<file path="src/rtl/fft_input_sequencer.sv">
// fft_input_sequencer: collects 16 serial samples, then replays them in base-4 digit-reversed order for a radix-4 FFT.
//   clk, rst_n           : clock, asynchronous active-low reset
//   in_data/in_valid/in_ready          : natural-order sample stream (accepted only while loading)
//   out_data/out_sel/out_group/out_valid/out_ready : reordered sample with demux lane and butterfly group
//   frame_done           : one-cycle pulse after the last sample of a frame is delivered
module fft_input_sequencer #(
  parameter int WORD_SIZE = 16
) (
  input  logic                 clk,
  input  logic                 rst_n,
  input  logic [WORD_SIZE-1:0] in_data,
  input  logic                 in_valid,
  output logic                 in_ready,
  output logic [WORD_SIZE-1:0] out_data,
  output logic [1:0]           out_sel,
  output logic [1:0]           out_group,
  output logic                 out_valid,
  input  logic                 out_ready,
  output logic                 frame_done
);
  typedef enum logic {LOAD, DRAIN} state_t;
  state_t r_state, w_next;
  logic [WORD_SIZE-1:0] r_buf [16];
  logic [3:0] r_wr_cnt, r_rd_cnt;
  logic r_frame_done, w_in_hs, w_out_hs;
  always_comb begin
    in_ready  = r_state == LOAD;
    out_valid = r_state == DRAIN;
    w_in_hs   = in_valid && in_ready;
    w_out_hs  = out_valid && out_ready;
    w_next    = r_state;
    if (w_in_hs && r_wr_cnt == 4'd15) w_next = DRAIN;
    if (w_out_hs && r_rd_cnt == 4'd15) w_next = LOAD;
  end
  always_ff @(posedge clk or negedge rst_n) begin
    if (!rst_n) begin
      r_state      <= LOAD;
      r_wr_cnt     <= 4'd0;
      r_rd_cnt     <= 4'd0;
      r_frame_done <= 1'b0;
    end else begin
      r_state      <= w_next;
      r_frame_done <= w_out_hs && r_rd_cnt == 4'd15;
      if (w_in_hs) r_wr_cnt <= r_wr_cnt + 4'd1;
      if (w_out_hs) r_rd_cnt <= r_rd_cnt + 4'd1;
    end
  end
  // Sample storage is deliberately unreset; a full LOAD always precedes any read.
  always_ff @(posedge clk) begin
    if (w_in_hs) r_buf[r_wr_cnt] <= in_data;
  end
  // Swapping the two base-4 digits of rd_cnt gives the radix-4 input order.
  assign out_data   = r_buf[{r_rd_cnt[1:0], r_rd_cnt[3:2]}];
  assign out_sel    = r_rd_cnt[1:0];
  assign out_group  = r_rd_cnt[3:2];
  assign frame_done = r_frame_done;
endmodule
</file>
<file path="config.mk">
export PLATFORM = sky130hd
export DESIGN_NAME = fft_input_sequencer
export DESIGN_NICKNAME = d
export VERILOG_FILES = /design/src/rtl/fft_input_sequencer.sv
export SDC_FILE = /design/constraint.sdc
export NUM_CORES = 1
export LEC_CHECK = 0
export CORE_UTILIZATION = 50
export CTS_BUF_LIST = sky130_fd_sc_hd__clkbuf_8 sky130_fd_sc_hd__clkbuf_16
export DETAILED_ROUTE_END_ITERATION = 10
export PLACE_DENSITY = 0.68
export SETUP_SLACK_MARGIN = 0.05
export SLEW_MARGIN = 30
export SYNTH_ARGS = -nofsm -noshare
export SYNTH_HDL_FRONTEND = slang
export SYNTH_SLANG_ARGS = --single-unit
</file>
<file path="constraint.sdc">
create_clock -name clk -period 7.18 [get_ports clk]
set_input_delay 1.077 -clock clk [delete_from_list [all_inputs] [get_ports clk]]
set_output_delay 1.077 -clock clk [all_outputs]
set_load 0.1 [all_outputs]
</file>
==> flow_metrics.tcl, run 1 <==
set metrics [dict create \
    status "finished clean" \
    syn_avg_cell_area_um2 22.3 \
    drc 0 \
    area_growth_pct 16.5 \
    rows 51 \
    min_period_ns 4.73 \
    ys_types 27 \
    drtIter0Drc 515 \
    fin_crit_sh_pct 65.8 \
    first_pass_iters 4 \
    fmax_ghz 0.212 \
    clock_sinks 266 \
    seq_area_frac_synth_pct 78.2 \
    switching_power_mw 2.04 \
    synth_top_area_share_pct 75.8 \
    cts_resized 0 \
    critPathLaunchType "flip-flop" \
    ctsHoldBuffers 0 \
    p_comb_share_pct 37.8 \
    cts_tree "yes" \
    p_per_area_mw_per_mm2 441 \
    antenna_found_initial 0 \
    dieHeight_um 144 \
    worst_setup_path_end_kind "primary output" \
    wl_mm 20.8 \
    initial_core_util_pct 51.6 \
    crit_type "reg2out" \
    cts_setup_buffers 0 \
    layout_common_cells "256 x edfxtp_1, 64 x mux4_2, 42 x clkdlybuf4s50_1, 32 x a22oi_1, 27 x clkbuf_16" \
    dpl-instance-area_mm2 0.0110 \
    ctsHtreeMaxLevel 1 \
    p_int_mw 3.17 \
    worst_pin_slew_ns 1.00 \
    peakVddDrop_mv 0.278 \
    grtUsageTotal_pct 20.9 \
    portBuffers 42 \
    cts.clk_slew.worst_paths_ns 0.06 \
    grt_pass1_vias 4920 \
    synth_nets 480 \
    yosys_register_bits 266 \
    core_mm2 0.0197 \
    antenna_cells 0 \
    post_route_cells_drive_above_1_share_pct 25.4 \
    die_w_um 144 \
    gp_congestion 0.693 \
    finalHoldViolations 0 \
    seq_power_share_pct 38.2 \
    synthCells 455 \
    num-nets-final 544 \
    critPathRequiredTime_ns 6.10 \
    grt_overflow 0 \
    wire_per_inst_um 25.8 \
    finalInstanceArea_mm2 0.0118 \
    grt_pass1_wl_mm 30.7 \
    cts-root-buf "clkbuf_16" \
    p_leak_nw 3.75 \
    max_slew_margin_pct 33.0 \
    insertion_delay_ns 0.53 \
    vias_per_cell 5.99 \
    yosysWarnings 0 \
    cp_data_arrival_time_ns 3.65 \
    die_area_mm2 0.0209 \
    drv_cap 0 \
    yosys-top-cells-area "edfxtp_1 76%, mux4_2 14%, dfrtp_1 2.5%" \
    cts_buffers 26 \
    rsz0062_at_grt "no" \
    synth_area_mm2 0.0101 \
    power_frac_clock_pct 24.1 \
    route.vias.total 4813 \
    skew_ns 0.0137 \
    setup_viol 0 \
    cts.path.max_buffers 3 \
    grt_max_degree 49 \
    cp_max_fo 38 \
    hpwl_mm 11.3 \
    p_sw_share_pct 39.1 \
    setup_tns_ns 0 \
    report.final.slew_viol_count 0 \
    ant_nets 0 \
    final_common_cell "edfxtp_1" \
    min_path_type "reg2reg" \
    yosysTopAreaCell "edfxtp_1" \
    num_io_pins 43 \
    nFillCells 1420 \
    power_mw 5.21 \
]
==> routing by layer <==
metal  part of all wire (%)  vias up  track usage (%)
met5                      0        -                0
li1                       -     2035                -
met4                    2.3        0             6.32
met1                     43     2575             30.4
met2                     49      170             32.7
met3                    6.3       33             3.64
==> worst max-delay path, stage by stage (launching register included) <==
cell and delay (ns):
dfrtp_4 0.82, buf_4 0.50, mux4_2 0.39, a22oi_1 0.22
nand2_1 0.15, clkdlybuf4s50_1 1.00
==> flip-flops by register name, indices dropped and copies added (netlist names) <==
name / count
r_rd_cnt: 4
out_valid: 1
r_buf: 256
r_wr_cnt: 4
frame_done: 1
==> cell usage after synthesis, drive strengths merged <==
cell / n
nand3: 1
nor4b: 2
o21ba: 1
and4: 1
xor2: 1
nor4: 2
nor3: 6
edfxtp: 256
buf: 13
and2: 2
xnor2: 5
clkbuf: 13
a22oi: 32
mux4: 64
nand2: 22
ha: 5
mux2: 1
nand3b: 1
inv: 3
nand4: 1
nor2: 7
dfrtp: 10
o21ai: 1
nand2b: 2
nor2b: 3
==> path summary, 6_finish.rpt <==
check | start | end | slack [ns] | cells past startpoint
min in group asynchronous | rst_n | r_wr_cnt[3] | 0.90 | 1
hold / removal | r_rd_cnt[0] | r_rd_cnt[0] | 0.61 | 1
max in group asynchronous | rst_n | r_rd_cnt[2] | 5.89 | 1
setup / recovery | r_rd_cnt[3] | out_data[11] | 2.45 | 5
setup reg to reg | out_valid | r_buf[2][14] | 4.47 | 4
hold reg to reg | r_rd_cnt[0] | r_rd_cnt[0] | 0.61 | 1
==> stage by stage <==
stage,utilization [%],setup slack (ns),instances,hold WS (ns)
6_report,60.2,2.45,804,0.612
5_1_grt,60.2,2.23,804,0.643
4_1_cts,60.0,2.01,803,0.608
3_5_place_dp,56.0,2.57,755,0.595
3_3_place_gp,55.9,2.57,755,0.561
2_1_floorplan,-,3.40,455,0.592
==> kinds of logic (layout without fill, tap and decap cells) <==
kind of cell | count (synthesis) | after routing | synth area share [%]
flip-flops | 266 | 266 | 78.2
multiplexers | 65 | 65 | 14.3
AO/OA/AOI/OAI | 34 | 34 | 2.52
buffers and inverters | 29 | 113 | 1.43
AND/OR/NAND/NOR | 50 | 50 | 2.37
XOR/XNOR | 6 | 6 | 0.518
adder cells (fa/ha/maj) | 5 | 5 | 0.617
==> area by class of cell <==
class | count | area (um2) | share of cell area (%)
inverters | 3 | 11.3 | 0.0952
well taps | 265 | 332 | 2.80
flip-flops and latches | 266 | 7950 | 67.2
repair buffers | 62 | 583 | 4.93
clock buffers | 27 | 676 | 5.71
multi-input cells | 160 | 2170 | 18.3
clock inverters | 21 | 111 | 0.942
==> power by group through the flow <==
stage | logic, mW | registers, mW | clock network [mW]
after floorplan | 1.48 | 2.00 | 0
after global placement | 1.91 | 2.04 | 0
after detailed placement | 1.93 | 2.06 | 0
after CTS | 1.93 | 2.03 | 1.27
after global routing | 2.05 | 2.01 | 1.33
final | 1.97 | 1.99 | 1.25
Note: power is estimated with default switching activity, not from simulation.
==> inputs of run 2 (changes only) <==
==> constraint.sdc (replaced) <==
create_clock -name clk -period 4.56 [get_ports clk]
set_input_delay 0.684 -clock clk [delete_from_list [all_inputs] [get_ports clk]]
set_output_delay 0.684 -clock clk [all_outputs]
set_load 0.1 [all_outputs]
==> run 2 against run 1 <==
Effect of this change:
- setup slack got worse by 1.5 ns
- routed wire length down 1.8%
- register-to-register slack got worse by 2.4 ns
- total power up 54%
- flip-flop and latch count is the same
- largest power group unchanged
==> flow_metrics.tcl, run 2 (synthesis results as in run 1) <==
set metrics [dict create \
    status "finished clean" \
    nFillCells 1432 \
    finalInstanceArea_mm2 0.0117 \
    wl_mm 20.4 \
    antenna_cells 0 \
    rsz0062_at_grt "no" \
    hpwl_mm 11.0 \
    place_worst_setup_slack_ns 1.45 \
    largest_reg_flops 256 \
    p_leak_nw 3.76 \
    crit_type "reg2out" \
    grt_pass1_wl_mm 30.1 \
    grt_overflow 0 \
    gp_congestion 0.726 \
    drc 0 \
    vias_per_cell 5.89 \
    cp_max_fo 39 \
    power_mw 8.05 \
    skew_ns 0.0121 \
    ctsHtreeMaxLevel 1 \
    final_common_cell "edfxtp_1" \
    registers.top_by_ff_count "r_buf" \
    seq_area_mm2 0.00794 \
    layout.cells.non_filler 802 \
    core_mm2 0.0197 \
    p_per_area_mw_per_mm2 686 \
    num_io_pins 43 \
    report.final.slew_viol_count 0 \
    multi_input_area_mm2 0.00213 \
    drv_cap 0 \
    cts_tree "yes" \
    fin_crit_sh_pct 78.3 \
    placed_cells 758 \
    critPathRequiredTime_ns 3.88 \
    insertion_delay_ns 0.53 \
    dieHeight_um 144 \
    route.vias.total 4725 \
    grt_pass1_vias 4911 \
    peakVddDrop_mv 0.520 \
    layout_common_cells "256 x edfxtp_1, 64 x mux4_2, 36 x buf_4, 32 x a22oi_1, 27 x clkbuf_16" \
    timing.critical_path.from "r_rd_cnt[2]" \
    grt_max_degree 40 \
    max_slew_margin_pct 34.5 \
    grtUsageTotal_pct 20.6 \
    antenna_found_initial 0 \
    ctsHoldBuffers 0 \
    cts_resized 0 \
    num-nets-final 546 \
    reg_top3 "r_buf: 256 flops, r_rd_cnt: 4 flops, r_wr_cnt: 4 flops" \
    worst_setup_path_end_kind "primary output" \
    cts_buffers 26 \
    ant_nets 0 \
    cts-root-buf "clkbuf_16" \
    rows 51 \
    drtIter0Drc 502 \
    die_area_mm2 0.0209 \
    setup_viol 0 \
    holdWs_ns 0.492 \
    critPathLaunchType "flip-flop" \
    cts.path.max_buffers 3 \
    initial_core_util_pct 51.6 \
    cp_data_arrival_time_ns 2.89 \
    worst_pin_slew_ns 0.980 \
    fmax_ghz 0.280 \
    dpl-instance-area_mm2 0.0110 \
    post_route_cells_drive_above_1_share_pct 28.7 \
    wire_per_inst_um 25.4 \
    min_period_ns 3.57 \
    min_path_type "in2async" \
    clock_sinks 266 \
    timing.rr.start "out_valid" \
    area_growth_pct 15.7 \
    utilization_pct 59.7 \
    first_pass_iters 5 \
    layout_setup_ws_ns 0.988 \
    setup_tns_ns 0 \
    die_w_um 144 \
    portBuffers 42 \
    finalHoldViolations 0 \
    cts.clk_slew.worst_paths_ns 0.06 \
    cts_setup_buffers 0 \
]
## run 2: cell count changes in the layout (fill, tap and decap cells not counted), sizes merged
cell and delta:
buf +18, bufinv -1, clkdlybuf4s50 -16, clkinv -5, inv +2
## run 2: worst paths after layout
kind                       slack [ns]  depth (start not counted)      endpoint
setup / recovery                 0.99                          5  out_data[12]
hold / removal                   0.49                          1   r_rd_cnt[1]
setup reg to reg                 2.07                          4   r_buf[2][9]
hold reg to reg                  0.58                          1   r_rd_cnt[0]
max in group asynchronous        3.69                          1   r_rd_cnt[2]
min in group clk                 0.58                          1   r_rd_cnt[0]
## run 2: layout make-up
cell class,count,area share [%]
clock buffer,27,5.76
clock inverter,17,0.597
inverter,3,0.0959
multi-input combinational,160,18.2
sequential,266,67.7
tap,265,2.83
timing repair buffer,64,4.86
## run 2: power breakdown
group / total [mW] / switching, mW / internal (mW)
Clock: 1.89 / 0.838 / 1.06
Sequential: 3.12 / 0.232 / 2.89
Combinational: 3.04 / 2.10 / 0.941
## run 2: per-layer routing
layer | global-route usage, % | vias to the layer above | wire length [um]
li1 | - | 2031 | -
met1 | 29.1 | 2504 | 8820
met2 | 32.6 | 158 | 9970
met3 | 3.94 | 32 | 1220
met4 | 6.59 | 0 | 381
met5 | 0 | - | 0
## run 2: critical path: stages (launching register included)
cell     delay (ns)
dfrtp_4        0.81
buf_12         0.37
mux4_2         0.55
a22oi_1        0.20
nand2_1        0.12
buf_4          0.25
==> inputs of run 3 (changes only) <==
==> constraint.sdc (replaced) <==
create_clock -name clk -period 3.35 [get_ports clk]
set_input_delay 0.5025 -clock clk [delete_from_list [all_inputs] [get_ports clk]]
set_output_delay 0.5025 -clock clk [all_outputs]
set_load 0.1 [all_outputs]
==> run 3 against run 2 <==
Effect of this change:
- critical path depth unchanged
- clock power increased by 44%
- largest cell class unchanged
- die area unchanged
- critical path type unchanged
- global-route usage decreased by 0.56 points
==> flow_metrics.tcl, run 3 (synthesis results as in run 1) <==
set metrics [dict create \
    largest_reg_flops 256 \
    critPathSlowestCell "nor2b_1" \
    cts_tree "yes" \
    critPathRequiredTime_ns 2.85 \
    rsz0062_at_grt "no" \
    antenna_found_initial 0 \
    grt_util_met2_pct 33.0 \
    first_pass_iters 5 \
    timing.critical_path.from "r_rd_cnt[0]" \
    setup_viol 0 \
    insertion_delay_ns 0.52 \
    power_mw 11.8 \
    worst_setup_path_end_kind "primary output" \
    ctsHoldBuffers 0 \
    peakVddDrop_mv 0.799 \
    dieHeight_um 144 \
    die_area_mm2 0.0209 \
    p_sw_share_pct 37.6 \
    setup_tns_ns 0 \
    crit_type "reg2out" \
    regToRegSetupSlack_ns 1.09 \
    min_path_type "in2async" \
    drtIter0Drc 441 \
    cp_data_arrival_time_ns 2.53 \
    max_slew_margin_pct 34.7 \
    wire_per_inst_um 24.3 \
    clock_sinks 266 \
    area_growth_pct 18.9 \
    drc 0 \
    timing.rr.start "out_valid" \
    grt_max_degree 43 \
    top_usage_layer "met2" \
    antenna_cells 0 \
    cts.path.max_buffers 3 \
    cp_max_fo 9 \
    seq_area_mm2 0.00794 \
    skew_ns 0.0114 \
    vias_per_cell 5.85 \
    cts_buffers 27 \
    use_met3_pct 3.05 \
    p_int_mw 7.34 \
    route.vias.total 4764 \
    die_w_um 144 \
    nFillCells 1402 \
    cp_cell_sequence "nor2b_1 > buf_4 > a22oi_1 > nand2_1 > buf_12" \
    critPathLaunchType "flip-flop" \
    final_common_cell "edfxtp_1" \
    cts.clk_slew.worst_paths_ns 0.06 \
    rows 51 \
    status "finished clean" \
    fin_crit_sh_pct 90.6 \
    cts-root-buf "clkbuf_16" \
    seq_power_share_pct 34.9 \
    switching_power_mw 4.42 \
    power_frac_clock_pct 23.3 \
    ctsHtreeMaxLevel 1 \
    fmax_ghz 0.329 \
    cts_setup_buffers 0 \
    timing.critical_path.to "out_data[8]" \
    reg2reg_depth 4 \
    drv_cap 0 \
    layout_common_cells "256 x edfxtp_1, 64 x mux4_2, 33 x buf_4, 32 x a22oi_1, 27 x clkbuf_16" \
    ant_nets 0 \
    p_comb_share_pct 41.9 \
    gp_congestion 0.717 \
    grt_pass1_vias 4942 \
    grtUsageTotal_pct 20.0 \
    worst_pin_slew_ns 0.976 \
    portBuffers 42 \
    p_per_area_mw_per_mm2 975 \
    num-nets-final 555 \
    multi_input_area_mm2 0.00213 \
    grt_use_met1_pct 27.9 \
    finalHoldViolations 0 \
    grt_overflow 0 \
    p_leak_nw 3.91 \
    reg_top3 "r_buf: 256 flops, r_rd_cnt: 4 flops, r_wr_cnt: 4 flops" \
    initial_core_util_pct 51.6 \
    report.final.slew_viol_count 0 \
    cts_resized 0 \
    num_io_pins 43 \
    core_mm2 0.0197 \
    hpwl_mm 11.8 \
    grt_pass1_wl_mm 29.6 \
    wl_mm 19.8 \
    regToRegEndpoint "r_buf[6][10]" \
    registers.top_by_ff_count "r_buf" \
    critPathMaxStageDelay_ns 0.75 \
    min_period_ns 3.04 \
    post_route_cells_drive_above_1_share_pct 30.5 \
]
==> run 3: area by class of cell <==
class / instances / share of cell area (%)
Sequential cell: 266 / 65.8
Timing Repair Buffer: 72 / 6.87
Tap cell: 265 / 2.75
Multi-Input combinational cell: 160 / 17.7
Inverter: 3 / 0.0933
Clock buffer: 27 / 5.60
Clock inverter: 22 / 1.18
==> run 3: how the worst min path moves through the flow <==
stage | from | slack, ns | cells after the start | endpoint
after detailed placement | r_rd_cnt[0] | 0.58 | 1 | r_rd_cnt[0]
final | rst_n | 0.30 | 1 | r_wr_cnt[2]
after floorplan | rst_n | 0.21 | 0 | frame_done
after global placement | r_rd_cnt[0] | 0.57 | 1 | r_rd_cnt[0]
after global routing | rst_n | 0.32 | 1 | r_wr_cnt[2]
after CTS | rst_n | 0.29 | 1 | r_wr_cnt[2]
==> run 3: critical path: cells and delay by family (launching register included) <==
family	cells	cell delay, ns
simple gates	2	0.91
compound gates	1	0.09
flops	1	0.46
buf+inv	2	0.54
==> run 3: stage by stage <==
stage / hold WS (ns) / util [%] / setup WS [ns] / cells / area [um2]
2_1_floorplan: 0.207 / - / 0.0194 / 455 / 10100
3_3_place_gp: 0.569 / 57.2 / 0.821 / 766 / 11200
3_5_place_dp: 0.583 / 57.2 / 0.704 / 766 / 11200
4_1_cts: 0.295 / 61.4 / 0.293 / 815 / 12100
5_1_grt: 0.321 / 61.4 / 0.203 / 815 / 12100
6_report: 0.302 / 61.4 / 0.315 / 815 / 12100
==> run 3: power by group through the flow <==
stage	Combinational [mW]	Clock [mW]	Sequential (mW)
final	4.92	2.73	4.10
after global routing	5.14	2.92	4.13
after CTS	4.98	2.80	4.10
after detailed placement	4.97	0	4.17
after global placement	4.93	0	4.15
after floorplan	3.17	0	4.28
==> run 3: per-layer routing <==
metal	up-vias	share of wire [%]
met3	29	5.4
met2	146	50
met1	2534	43
li1	2055	-
met5	-	0
met4	0	1.8
